==> config.mk <==
export PLATFORM = sky130hd
export DESIGN_NAME = mem_stage
export DESIGN_NICKNAME = d
export VERILOG_FILES = /design/src/rtl/mem_stage_pkg.sv /design/src/rtl/mem_stage_access_fsm.sv /design/src/rtl/mem_stage.sv
export SDC_FILE = /design/constraint.sdc
export NUM_CORES = 1
export LEC_CHECK = 0
export BUFFER_PORTS_ARGS = -buffer_cell sky130_fd_sc_hd__buf_2
export CAP_MARGIN = 40
export CORE_MARGIN = 3
export CORE_UTILIZATION = 43
export CTS_CLUSTER_SIZE = 25
export DETAILED_ROUTE_END_ITERATION = 8
export PLACE_DENSITY = 0.78
export SYNTH_ARGS = -nofsm -noshare
export SYNTH_HDL_FRONTEND = slang
export SYNTH_SLANG_ARGS = --single-unit
==> constraint.sdc <==
create_clock -name clk -period 2.2 [get_ports clk]
set_input_delay 0.11 -clock clk [delete_from_list [all_inputs] [get_ports clk]]
set_output_delay 0.11 -clock clk [all_outputs]
set_load 0.01 [all_outputs]
==> src/rtl/mem_stage_pkg.sv <==
// mem_stage_pkg: shared types and constants for the memory-access stage.
//   state_t           - access FSM states (IDLE, WAIT, DONE)
//   DEFAULT_BASE_ADDR - byte address mapped to data-memory word 0
//   TIMEOUT_DATA      - load result substituted when an access times out
package mem_stage_pkg;

    typedef enum logic [1:0] {
        IDLE = 2'd0,
        WAIT = 2'd1,
        DONE = 2'd2
    } state_t;

    localparam int          DEFAULT_BASE_ADDR = 1024;
    localparam logic [31:0] TIMEOUT_DATA      = 32'hDEAD_BEEF;

endpackage

==> src/rtl/mem_stage_access_fsm.sv <==
// mem_access_fsm: request/acknowledge sequencer with watchdog.
//   clk, rst      - clock, async active-low reset
//   access_en     - load or store present in the EXE/MEM register
//   mem_ack       - memory completion strobe
//   mem_req       - request to memory, high for the whole WAIT state
//   freeze        - upstream stall
//   start         - one-cycle strobe: latch address/data and issue request
//   ack_done      - one-cycle strobe: ack accepted in WAIT
//   timeout_done  - one-cycle strobe: watchdog expired without ack
//
// state | meaning
// IDLE  | no access in flight; a mem enable starts one
// WAIT  | request outstanding, watchdog running
// DONE  | access finished, results valid; enables not re-sampled
module mem_access_fsm
    import mem_stage_pkg::*;
#(
    parameter int TIMEOUT = 15
) (
    input  logic clk,
    input  logic rst,
    input  logic access_en,
    input  logic mem_ack,
    output logic mem_req,
    output logic freeze,
    output logic start,
    output logic ack_done,
    output logic timeout_done
);

    localparam int CNT_W = (TIMEOUT > 1) ? $clog2(TIMEOUT) : 1;

    state_t           state, state_nxt;
    logic [CNT_W-1:0] cnt, cnt_nxt;

    always_ff @(posedge clk or negedge rst) begin
        if (!rst) begin
            state <= IDLE;
            cnt   <= '0;
        end else begin
            state <= state_nxt;
            cnt   <= cnt_nxt;
        end
    end

    // Watchdog is a down-counter: loaded with TIMEOUT-1 on issue, terminal
    // count at zero, giving exactly TIMEOUT cycles in WAIT.
    always_comb begin
        state_nxt    = state;
        cnt_nxt      = cnt;
        start        = 1'b0;
        ack_done     = 1'b0;
        timeout_done = 1'b0;
        case (state)
            IDLE: begin
                if (access_en) begin
                    start     = 1'b1;
                    cnt_nxt   = CNT_W'(TIMEOUT - 1);
                    state_nxt = WAIT;
                end
            end
            WAIT: begin
                // ack takes priority over a coincident watchdog expiry
                if (mem_ack) begin
                    ack_done  = 1'b1;
                    state_nxt = DONE;
                end else if (cnt == '0) begin
                    timeout_done = 1'b1;
                    state_nxt    = DONE;
                end else begin
                    cnt_nxt = cnt - 1'b1;
                end
            end
            DONE:    state_nxt = IDLE;
            default: state_nxt = IDLE;
        endcase
    end

    // Decoded from the state register so it drops as soon as reset asserts.
    assign mem_req = (state == WAIT);
    assign freeze  = rst & (((state == IDLE) & access_en) | (state == WAIT));

endmodule

==> src/rtl/mem_stage.sv <==
// mem_stage: memory-access pipeline stage between EXE/MEM and MEM/WB.
//   clk, rst                              - clock, async active-low reset
//   wb_en_in, mem_r_en_in, mem_w_en_in    - control from EXE/MEM
//   alu_result_in, dest_in, val_rm_in     - address/result, dest reg, store data
//   mem_req, mem_we, mem_addr, mem_wdata  - word-addressed memory request
//   mem_ack, mem_rdata                    - memory completion and read data
//   freeze                                - stall for PC, IF/ID, ID/EX, EXE/MEM
//   wb_en, mem_r_en, alu_result, dest     - to MEM/WB (bubbled while frozen)
//   mem_data                              - load result
//   mem_err                               - sticky watchdog-timeout flag
module mem_stage
    import mem_stage_pkg::*;
#(
    parameter int ADDR_W    = 6,
    parameter int BASE_ADDR = DEFAULT_BASE_ADDR,
    parameter int TIMEOUT   = 15
) (
    input  logic              clk,
    input  logic              rst,
    input  logic              wb_en_in,
    input  logic              mem_r_en_in,
    input  logic              mem_w_en_in,
    input  logic [31:0]       alu_result_in,
    input  logic [3:0]        dest_in,
    input  logic [31:0]       val_rm_in,
    output logic              mem_req,
    output logic              mem_we,
    output logic [ADDR_W-1:0] mem_addr,
    output logic [31:0]       mem_wdata,
    input  logic              mem_ack,
    input  logic [31:0]       mem_rdata,
    output logic              freeze,
    output logic              wb_en,
    output logic              mem_r_en,
    output logic [31:0]       alu_result,
    output logic [31:0]       mem_data,
    output logic [3:0]        dest,
    output logic              mem_err
);

    logic start;
    logic ack_done;
    logic timeout_done;

    mem_access_fsm #(
        .TIMEOUT (TIMEOUT)
    ) u_fsm (
        .clk          (clk),
        .rst          (rst),
        .access_en    (mem_r_en_in | mem_w_en_in),
        .mem_ack      (mem_ack),
        .mem_req      (mem_req),
        .freeze       (freeze),
        .start        (start),
        .ack_done     (ack_done),
        .timeout_done (timeout_done)
    );

    // Request fields are captured once at issue and held for the whole
    // transaction. Both enables set counts as a store. Addresses outside the
    // mapped window simply wrap in the truncation.
    always_ff @(posedge clk or negedge rst) begin
        if (!rst) begin
            mem_we    <= 1'b0;
            mem_addr  <= '0;
            mem_wdata <= '0;
        end else if (start) begin
            mem_we    <= mem_w_en_in;
            mem_addr  <= ADDR_W'((alu_result_in - 32'(BASE_ADDR)) >> 2);
            mem_wdata <= val_rm_in;
        end
    end

    always_ff @(posedge clk or negedge rst) begin
        if (!rst) begin
            mem_data <= '0;
            mem_err  <= 1'b0;
        end else if (ack_done) begin
            if (!mem_we) begin
                mem_data <= mem_rdata;
            end
        end else if (timeout_done) begin
            mem_data <= TIMEOUT_DATA;
            mem_err  <= 1'b1;
        end
    end

    assign wb_en      = wb_en_in & ~freeze;
    assign mem_r_en   = mem_r_en_in & ~freeze;
    assign alu_result = alu_result_in;
    assign dest       = dest_in;

endmodule
==> impl_metrics.toml, run 1 <==
[drt]
vias = 2825
drc = 0
wl_per_cell_um = 15.9
ant_nets = 0
first_pass_iters = 4
drt_wl_total_um = 9400
vias_per_cell = 4.79
drt_iter0_drc = 143

[setup_path]
crit_start = "u_fsm.state[1]"
reg2regPathDepth = 4
r2r_slack_ps = 380
path_max_fanout = 31
critical_path_arrival_ps = 2040
r2r-end = "mem_wdata[18]"
crit_required_ps = 2430
r2r-start = "u_fsm.state[1]"
worstSetupStartpointType = "flop"
cp-end-kind = "flop"
worstSetupEndpoint = "mem_wdata[18]"
worstSetupPathType = "flop to flop"

[clock_network]
cts_num_sinks = 78
cts_resized = 0
clkTransAtPathRegs_ps = 80
htree_num_levels = 3
cts_tree = "done"
cts_buffers = 9
worstSkewPairLatency_ps = 350
cts_buffer_depth = 2
cts_root_buf = "clkbuf_8"

[sta]
max_freq_ghz = 0.550
drv_slew = 0
finalSetupTns_ps = 0
setup_viol = 0
worstMarginPinSlew_ps = 557
min_period_over_period_pct = 82.7
final.min_clock_period_ps = 1820
clock_skew_ps = 11.1
max-slew-margin-rel_pct = 62.9
finalHoldViolations = 0
rsz0062_at_grt = "false"

[synth]
syn_inst = 302
synth_area_sq_mm = 0.00361
yosys.area.top_type_share_pct = 54.0
avgSynthCellArea_sq_um = 12.0
ys_ff_latch = 78
synth.net_count = 409
synth_top_area_cell = "dfrtp_1"
yosys_warnings = 0
yosysSeqAreaShare_pct = 54.0
ys_top_cells_by_area = "dfrtp_1 54%, mux2_4 16%, buf_4 8.1%"
synth.distinct_cells = 35

[layout]
finalNetCount = 590
fin_cells = 590
drive_gt1_share_pct = 45.8
area_delta_synth_final_pct = 38.1

[power]
seqPwrFrac_pct = 38.5
pwr-share-clk_pct = 17.8
p_per_area_mw_per_mm2 = 1340
p_switching_w = 0.00232
p_leak_nw = 2.49
switching_share_pct = 34.6
p_comb_share_pct = 43.7
p_int_w = 0.00438
ir_worst_vdd_mv = 0.517

[global_route]
grt_pass1_vias = 2987
grt_max_degree = 45
grt_usage_pct = 20.4
grt_antenna_before_repair = 0
grt_pass1_wl_um = 15500
gr-total-overflow = 0

[floorplanning]
die_area_sq_mm = 0.00954
core_area_sq_mm = 0.00793
die_h_um = 97.7
start_util_pct = 45.6
die_w_um = 97.7
ios = 218
rows = 32

[placement]
io_buffers = 157
place_congestion = 0.808
dp.cells = 516
hpwl_um = 6010

[hold_path]
hold_path_class = "input pin to flop"

[run_status]
status = "finished clean"

[job]
cap_violations = 0
[power groups by stage]
stage / sequential [W] / combinational [W] / clock, W
floorplan: 0.00287 / 0.00167 / 0
global placement: 0.00256 / 0.00279 / 0
detailed placement: 0.00259 / 0.00288 / 0
CTS: 0.00257 / 0.00297 / 0.00123
global route: 0.00266 / 0.00317 / 0.00131
finish: 0.00258 / 0.00293 / 0.00119
[Yosys cell counts]
| master | instances |
|---|---|
| dfrtp_1 | 78 |
| nor2_1 | 50 |
| buf_4 | 39 |
| mux2_4 | 38 |
| a21oi_1 | 27 |
| nand2_1 | 18 |
| o21ai_0 | 9 |
| buf_2 | 6 |
| buf_12 | 3 |
| inv_1 | 3 |
| nand2b_1 | 3 |
| nor3b_1 | 3 |
| nor3_1 | 2 |
| nor4bb_1 | 2 |
| a211oi_1 | 1 |
| a221oi_1 | 1 |
| a22o_1 | 1 |
| and2_1 | 1 |
| and2_4 | 1 |
| buf_6 | 1 |
| buf_8 | 1 |
| clkbuf_1 | 1 |
| ha_1 | 1 |
| mux2_1 | 1 |
| mux2i_1 | 1 |
| nand3b_1 | 1 |
| nand4bb_1 | 1 |
| nor2_2 | 1 |
| nor2b_1 | 1 |
| nor3_2 | 1 |
| nor3_4 | 1 |
| o31a_1 | 1 |
| or2_1 | 1 |
| or2_2 | 1 |
| or3b_2 | 1 |
[worst min path at each step]
| stage | start | endpoint | slack, ps | depth (start not counted) |
|---|---|---|---|---|
| after floorplan | rst | mem_addr[0] | -190 | 0 |
| after global placement | rst | mem_wdata[26] | 80 | 1 |
| after detailed placement | rst | mem_wdata[23] | 90 | 1 |
| after CTS | mem_rdata[18] | mem_data[18] | 0.4 | 3 |
| after global routing | alu_result_in[3] | mem_addr[1] | 4 | 2 |
| final | mem_rdata[26] | mem_data[26] | 20 | 3 |
[metrics by stage]
step | cell area, sq um | setup slack, ps | total power (W) | utilization, % | hold slack, ps
floorplan | 3610 | 635 | 0.00454 | - | -186
global placement | 4190 | 460 | 0.00535 | 52.9 | 82.1
detailed placement | 4190 | 389 | 0.00547 | 52.9 | 92.0
CTS | 4990 | 382 | 0.00677 | 63.0 | 0.433
global route | 4990 | 314 | 0.00714 | 63.0 | 4.12
finish | 4990 | 381 | 0.00671 | 63.0 | 17.8
[layout make-up]
type                    instances  area [sq um]
flip-flops and latches         78          1950
clock inverters                 5          82.6
repair buffers                221          1430
inverters                       3          11.3
multi-input cells             170          1250
well taps                     102           128
fillers                       640          2930
diodes                          1          2.50
clock buffers                  10           138
[what timing repair did]
item	in CTS	in global routing
setup buffers	0	0
hold buffers	58	0
endpoints found under the hold margin	91	0
[kinds of logic after synthesis]
group           share of synthesized area, %
compound gates                          5.92
fa+ha+maj                              0.346
buf+inv                                 11.7
flops                                   54.0
mux                                     16.4
simple gates                            11.6
[critical path: stages, from the launching register on]
cell and delay [ps]:
dfrtp_1 470, nor2_2 260, and2_4 330, buf_12 290, mux2_4 330
[registers in the layout, indices dropped and copies added (netlist names)]
register	cells
mem_wdata	32
mem_addr	6
mem_we	1
u_fsm.state	2
u_fsm.cnt	4
mem_data	32
mem_err	1
[layer usage]
metal | GRT usage (%) | share of wire [%]
met4 | 9.37 | 2.6
met5 | 0 | 0
met3 | 5.10 | 5.3
met2 | 34.5 | 52
met1 | 24.4 | 40
[cell usage in the layout, fill, tap and decap left out, types with 2 or more instances in the layout]
cell / instances
clkbuf_8: 10
buf_4: 6
dlygate4sd3_1: 58
inv_1: 3
nand2b_1: 3
bufinv_16: 2
mux2_4: 38
buf_2: 156
nor3b_1: 3
dfrtp_1: 78
o21ai_0: 9
nor2_1: 50
nand2_1: 18
nor3_1: 2
a21oi_1: 27
Note: power is estimated with default switching activity, not from simulation.
==> run 2: changes to the inputs <==
--- a/config.mk
+++ b/config.mk
@@ -5,13 +5,14 @@
 export SDC_FILE = /design/constraint.sdc
 export NUM_CORES = 1
 export LEC_CHECK = 0
+export ABC_AREA = 1
 export BUFFER_PORTS_ARGS = -buffer_cell sky130_fd_sc_hd__buf_2
 export CAP_MARGIN = 40
 export CORE_MARGIN = 3
-export CORE_UTILIZATION = 43
+export CORE_UTILIZATION = 40
 export CTS_CLUSTER_SIZE = 25
 export DETAILED_ROUTE_END_ITERATION = 8
-export PLACE_DENSITY = 0.78
+export PLACE_DENSITY = 0.75
 export SYNTH_ARGS = -nofsm -noshare
 export SYNTH_HDL_FRONTEND = slang
 export SYNTH_SLANG_ARGS = --single-unit
==> constraint.sdc (replaced) <==
create_clock -name clk -period 1.5 [get_ports clk]
set_input_delay 0.075 -clock clk [delete_from_list [all_inputs] [get_ports clk]]
set_output_delay 0.075 -clock clk [all_outputs]
set_load 0.01 [all_outputs]
==> run 2 against run 1 <==
Effect of this change: synthesized area increased by 2.0%; sequential power grew 45%; utilization decreased by 3.5 points; critical endpoint is now wb_en; largest cell class unchanged; die area grew 9.0%; first-iteration DRC count decreased by 25%; design area up 5.4%; via count is 21% higher.
==> impl_metrics.toml, run 2 <==
[run_status]
status = "finished clean"

[floorplanning]
core_area_sq_mm = 0.00885
die_w_um = 102
rows = 34
start_util_pct = 41.7
ios = 218
die_h_um = 102
die_area_sq_mm = 0.0104

[sta]
rsz0062_at_grt = "true"
drv_slew = 0
max-slew-margin-rel_pct = 72.7
max_freq_ghz = 0.689
worstMarginPinSlew_ps = 410
setup_viol = 0
finalHoldViolations = 0
clock_skew_ps = 15.5
finalSetupTns_ps = 0
min_period_over_period_pct = 96.8
final.min_clock_period_ps = 1450

[drt]
vias = 3427
drc = 0
drt_iter0_drc = 107
drt_wl_total_um = 9620
ant_nets = 0
first_pass_iters = 5
wl_per_cell_um = 12.8
vias_per_cell = 4.58

[layout]
drive_gt1_share_pct = 31.8
most-common-layout-cells = "156 x buf_2, 135 x nand2_1, 78 x dfrtp_1"
fillers = 736
largestRegisters = "mem_data (32), mem_wdata (32), mem_addr (6)"
final_common_cell = "buf_2"
area_delta_synth_final_pct = 42.7
multiInputGateArea_sq_mm = 0.00113
finalNetCount = 743
antenna_cells = 0
fin_area_sq_mm = 0.00526
seq_area_sq_mm = 0.00195

[synth]
ys_top_cells_by_area = "dfrtp_1 53%, nand2_1 14%, buf_4 7.9%"
yosys_warnings = 0
synth_compound_area_share_pct = 5.50
synth_xor_xnor_area_share_pct = 0
synth-adder-area-share_pct = 0.339
synth-edff-count = 0
synth.distinct_cells = 21
yosysSeqAreaShare_pct = 53.0
synth_area_sq_mm = 0.00369
synthArstFlopShare_pct = 100
avgSynthCellArea_sq_um = 8.25
syn_inst = 447
yosys.area.top_type_share_pct = 53.0
synth_ff_type = "dfrtp_1"
synth_mux_area_share_pct = 0
netlist_top_cells_count = "136 x nand2_1, 78 x dfrtp_1, 71 x inv_1"
synth_top_area_cell = "dfrtp_1"
ys_ff_latch = 78
synth_top_family_by_area = "simple AND/OR/NAND/NOR gates"
synth.net_count = 554
synth-simple-area-share_pct = 23.1
synth_most_common_cell = "nand2_1"

[hold_path]
hold_path_class = "input pin to flop"

[power]
p_per_area_mw_per_mm2 = 1850
p_leak_nw = 3.00
ir_worst_vdd_mv = 0.833
totalPowerFinal_w = 0.00971

[clock_network]
cts_buffers = 9
clkTransAtPathRegs_ps = 90
worstSkewPairLatency_ps = 340
cts_num_sinks = 78
cts_root_buf = "clkbuf_8"
htree_num_levels = 3
cts_tree = "done"
cts_buffer_depth = 2

[setup_path]
path_max_fanout = 3
crit_chain = "nor2_4, o21ai_4, a21boi_4, nor2_1, buf_2"
worstSetupStartpointType = "flop"
cpPeakStageDelay_ps = 460
slowest_stage = "dfrtp_1"
cp-end-kind = "output port"
crit_required_ps = 1420
worstSetupPathType = "flop to output port"
critical_path_arrival_ps = 1380

[placement]
placed_area_sq_mm = 0.00433
place_congestion = 0.815
io_buffers = 157
hpwl_um = 5810

[global_route]
grt_pass1_wl_um = 15000
gr-total-overflow = 0
grt_usage_pct = 18.2
grt_pass1_vias = 3242
grt_max_degree = 79
grt_antenna_before_repair = 0

[job]
cap_violations = 0
==> run 2: cell count changes after synthesis, moves of 3 or more <==
cell      change
nand2_1     +118
inv_1        +68
nor2_1       -44
nand3_1      +40
mux2_4       -38
o21ai_0      +29
a21oi_1      -27
nand4_1       +8
buf_2         +6
buf_12        -3
clkbuf_1      +3
nand2b_1      -3
nor3b_1       -3
==> run 2: metrics by stage <==
stage          hold slack, ps  util (%)  setup WS, ps  std cells
2_1_floorplan            -221         -           193        447
3_3_place_gp              141      48.9          92.0        665
3_5_place_dp              141      48.9          38.7        665
4_1_cts                  2.52      58.7          1.03        745
5_1_grt                  19.8      59.5         -52.7        749
6_report                 22.1      59.5          48.5        749
==> run 2: worst paths after layout <==
kind                                startpoint       endpoint  slack (ps)  depth (start not counted)
worst max-delay path            u_fsm.state[0]          wb_en          50                          5
worst min-delay path             val_rm_in[18]  mem_wdata[18]          20                          3
max in group asynchronous                  rst   mem_wdata[9]         840                          3
worst min register to register         mem_err        mem_err         470                          2
worst max register to register    u_fsm.cnt[0]   mem_data[13]          60                          8
min in group asynchronous                  rst    mem_addr[3]         330                          3
==> run 2: timing repair <==
item,CTS,global route
pin swaps,2,4
gates cloned,0,1
resized for setup,4,8
setup endpoints to repair,4,32
hold endpoints to repair,138,0
hold buffers,61,0
buffers inserted,3,3
==> run 2: power breakdown <==
| group | internal (W) | switching, W |
|---|---|---|
| registers | 0.00314 | 0.000611 |
| logic | 0.00179 | 0.00246 |
| clock network | 0.000936 | 0.000772 |
==> run 2: area by class of cell <==
class	count	share of cell area [%]
sequential	78	37.1
timing repair buffer	234	29.4
multi-input combinational	239	21.5
inverter	74	5.35
tap	108	2.57
clock buffer	10	2.43
clock inverter	6	1.64
==> run 2: cells by family after synthesis <==
kind of cell / after synthesis
compound gates: 40
simple gates: 197
flops: 78
buf+inv: 131
fa+ha+maj: 1
==> run 2: critical path: cells and delay by family, from the launching register on <==
| kind | cells | cell delay, ps |
|---|---|---|
| buf+inv | 1 | 130 |
| flops | 1 | 460 |
| compound gates | 2 | 230 |
| simple gates | 2 | 210 |
==> run 2: per-layer routing <==
layer	wire length, um	global-route usage, %
met2	4660	30.5
met3	717	4.85
met4	216	6.96
met1	4020	22.3
met5	0	0
==> run 3: changes to the inputs <==
==> constraint.sdc (replaced) <==
create_clock -name clk -period 1.2 [get_ports clk]
set_input_delay 0.06 -clock clk [delete_from_list [all_inputs] [get_ports clk]]
set_output_delay 0.06 -clock clk [all_outputs]
set_load 0.01 [all_outputs]
==> run 3 against run 2 <==
Effect of this change: critical path type is now flop to flop; via count is 15% higher; clock power rose by 15%; the run now ends with setup timing left; combinational power rose by 97%.
==> impl_metrics.toml, run 3 (synthesized netlist as in run 2, its figures left out) <==
[run_status]
status = "complete, but fails checks"
violations = "setup timing"

[floorplanning]
rows = 34
die_w_um = 102
start_util_pct = 41.7
die_h_um = 102
die_area_sq_mm = 0.0104
ios = 218
core_area_sq_mm = 0.00885

[layout]
fillers = 595
area_delta_synth_final_pct = 71.4
most-common-layout-cells = "155 x buf_2, 98 x nand2_1, 78 x dfrtp_1"
finish.utilization_pct = 71.4
finalNetCount = 788
fin_area_sq_mm = 0.00632
drive_gt1_share_pct = 46.2
final_common_cell = "buf_2"
largestRegisters = "mem_data (32), mem_wdata (32), mem_addr (6)"
antenna_cells = 0

[drt]
drt_wl_total_um = 13200
wl_per_cell_um = 16.6
drc = 0
first_pass_iters = 6
ant_nets = 0
drt_iter0_drc = 107
vias = 3933
vias_per_cell = 4.95

[sta]
rsz0062_at_grt = "true"
drv_slew = 0
max_freq_ghz = 0.669
max-slew-margin-rel_pct = 72.6
whs_ps = 12.0
finalHoldViolations = 0
clock_skew_ps = 7.73
worstMarginPinSlew_ps = 411
setup_viol = 82
min_period_over_period_pct = 124
setup_ws_ps = -294
final.min_clock_period_ps = 1490

[setup_path]
r2r_slack_ps = -290
r2r-start = "u_fsm.state[1]"
worstSetupStartpointType = "flop"
worstSetupPathType = "flop to flop"
r2r-end = "mem_addr[4]"
path_max_fanout = 5
reg2regPathDepth = 7
crit_start = "u_fsm.state[1]"
critical_path_arrival_ps = 1710
crit_required_ps = 1410
worstSetupEndpoint = "mem_addr[4]"
cp-end-kind = "flop"

[global_route]
grt_usage_pct = 22.6
grt_antenna_before_repair = 0
grt_pass1_vias = 3992
grt_pass1_wl_um = 18500
gr-total-overflow = 0
grt_max_degree = 79

[hold_path]
holdCritStartpoint = "mem_rdata[13]"
hold_path_depth = 5
hold_path_class = "input pin to flop"

[clock_network]
worstSkewPairLatency_ps = 340
cts_buffer_depth = 2
cts_num_sinks = 78
clkTransAtPathRegs_ps = 90
cts_buffers = 9
cts_root_buf = "clkbuf_8"
htree_num_levels = 3
cts_tree = "done"

[placement]
placed_area_sq_mm = 0.00451
hpwl_um = 5990
place_congestion = 0.777
io_buffers = 157

[power]
p_per_area_mw_per_mm2 = 2410
p_leak_nw = 3.47
ir_worst_vdd_mv = 1.26

[job]
cap_violations = 0
-- run 3: cell count changes in the layout (fill, tap and decap cells not counted), moves of 7 or more --
| cell | delta |
|---|---|
| o21ai_1 | +20 |
| o21ai_2 | +15 |
| nand2_4 | +8 |
| nand3_1 | -22 |
| nand3_2 | +22 |
| nand2_2 | +28 |
| nand2_1 | -37 |
| o21ai_0 | -35 |
| dlygate4sd3_1 | +9 |
| buf_12 | +7 |
| buf_6 | +13 |
-- run 3: final cells by class --
class	count	area, sq um	area share, %
Clock buffer	11	131	2.08
Clock inverter	5	60.1	0.951
Inverter	74	285	4.52
Multi-Input combinational cell	242	1520	24.1
Sequential cell	78	1950	30.9
Tap cell	108	135	2.14
Timing Repair Buffer	276	2230	35.3
-- run 3: worst min path at each step --
stage | endpoint | slack [ps]
after floorplan | mem_addr[0] | -240
final | mem_data[13] | 10
after global routing | mem_data[13] | 10
after detailed placement | alu_result[19] | 120
after global placement | alu_result[19] | 120
after CTS | mem_data[11] | 0.7
-- run 3: worst max-delay path: stages, from the launching register on --
cell	delay, ps
dfrtp_1	440
nor2_4	180
o21ai_4	100
buf_4	160
clkbuf_16	160
buf_4	150
nand2_1	70
o21ai_0	100
-- run 3: stage by stage --
| stage | setup TNS (ps) | setup slack, ps | total power [W] | cells |
|---|---|---|---|---|
| 2_1_floorplan | -1330 | -52.2 | 0.00773 | 447 |
| 3_3_place_gp | -2650 | -87.0 | 0.00983 | 679 |
| 3_5_place_dp | -5820 | -154 | 0.0101 | 679 |
| 4_1_cts | -12480 | -255 | 0.0136 | 781 |
| 5_1_grt | -18660 | -341 | 0.0162 | 794 |
| 6_report | -14700 | -294 | 0.0152 | 794 |
-- run 3: power by group --
part / switching, W / internal (W) / leakage (nW)
combinational: 0.00431 / 0.00407 / 2.43
sequential: 0.000968 / 0.00393 / 0.944
clock: 0.00100 / 0.000968 / 0.0935
total: 0.00628 / 0.00897 / 3.47
-- run 3: per-layer routing --
metal  vias to the layer above  share of wire, %  GRT usage (%)
li1                       1808                 -              -
met1                      1873                36           24.0
met2                       209                55           41.5
met3                        43               6.7           4.64
met4                         0               2.7           12.4
met5                         -                 0              0
-- run 3: timing repair --
action                                  in CTS  in global routing
hold buffers                                70                  0
buffers inserted                             9                  6
gates cloned                                 8                 10
endpoints found under the setup margin      76                 82
resized for setup                           69                 91
pin swaps                                   15                  7
endpoints found under the hold margin      147                  0
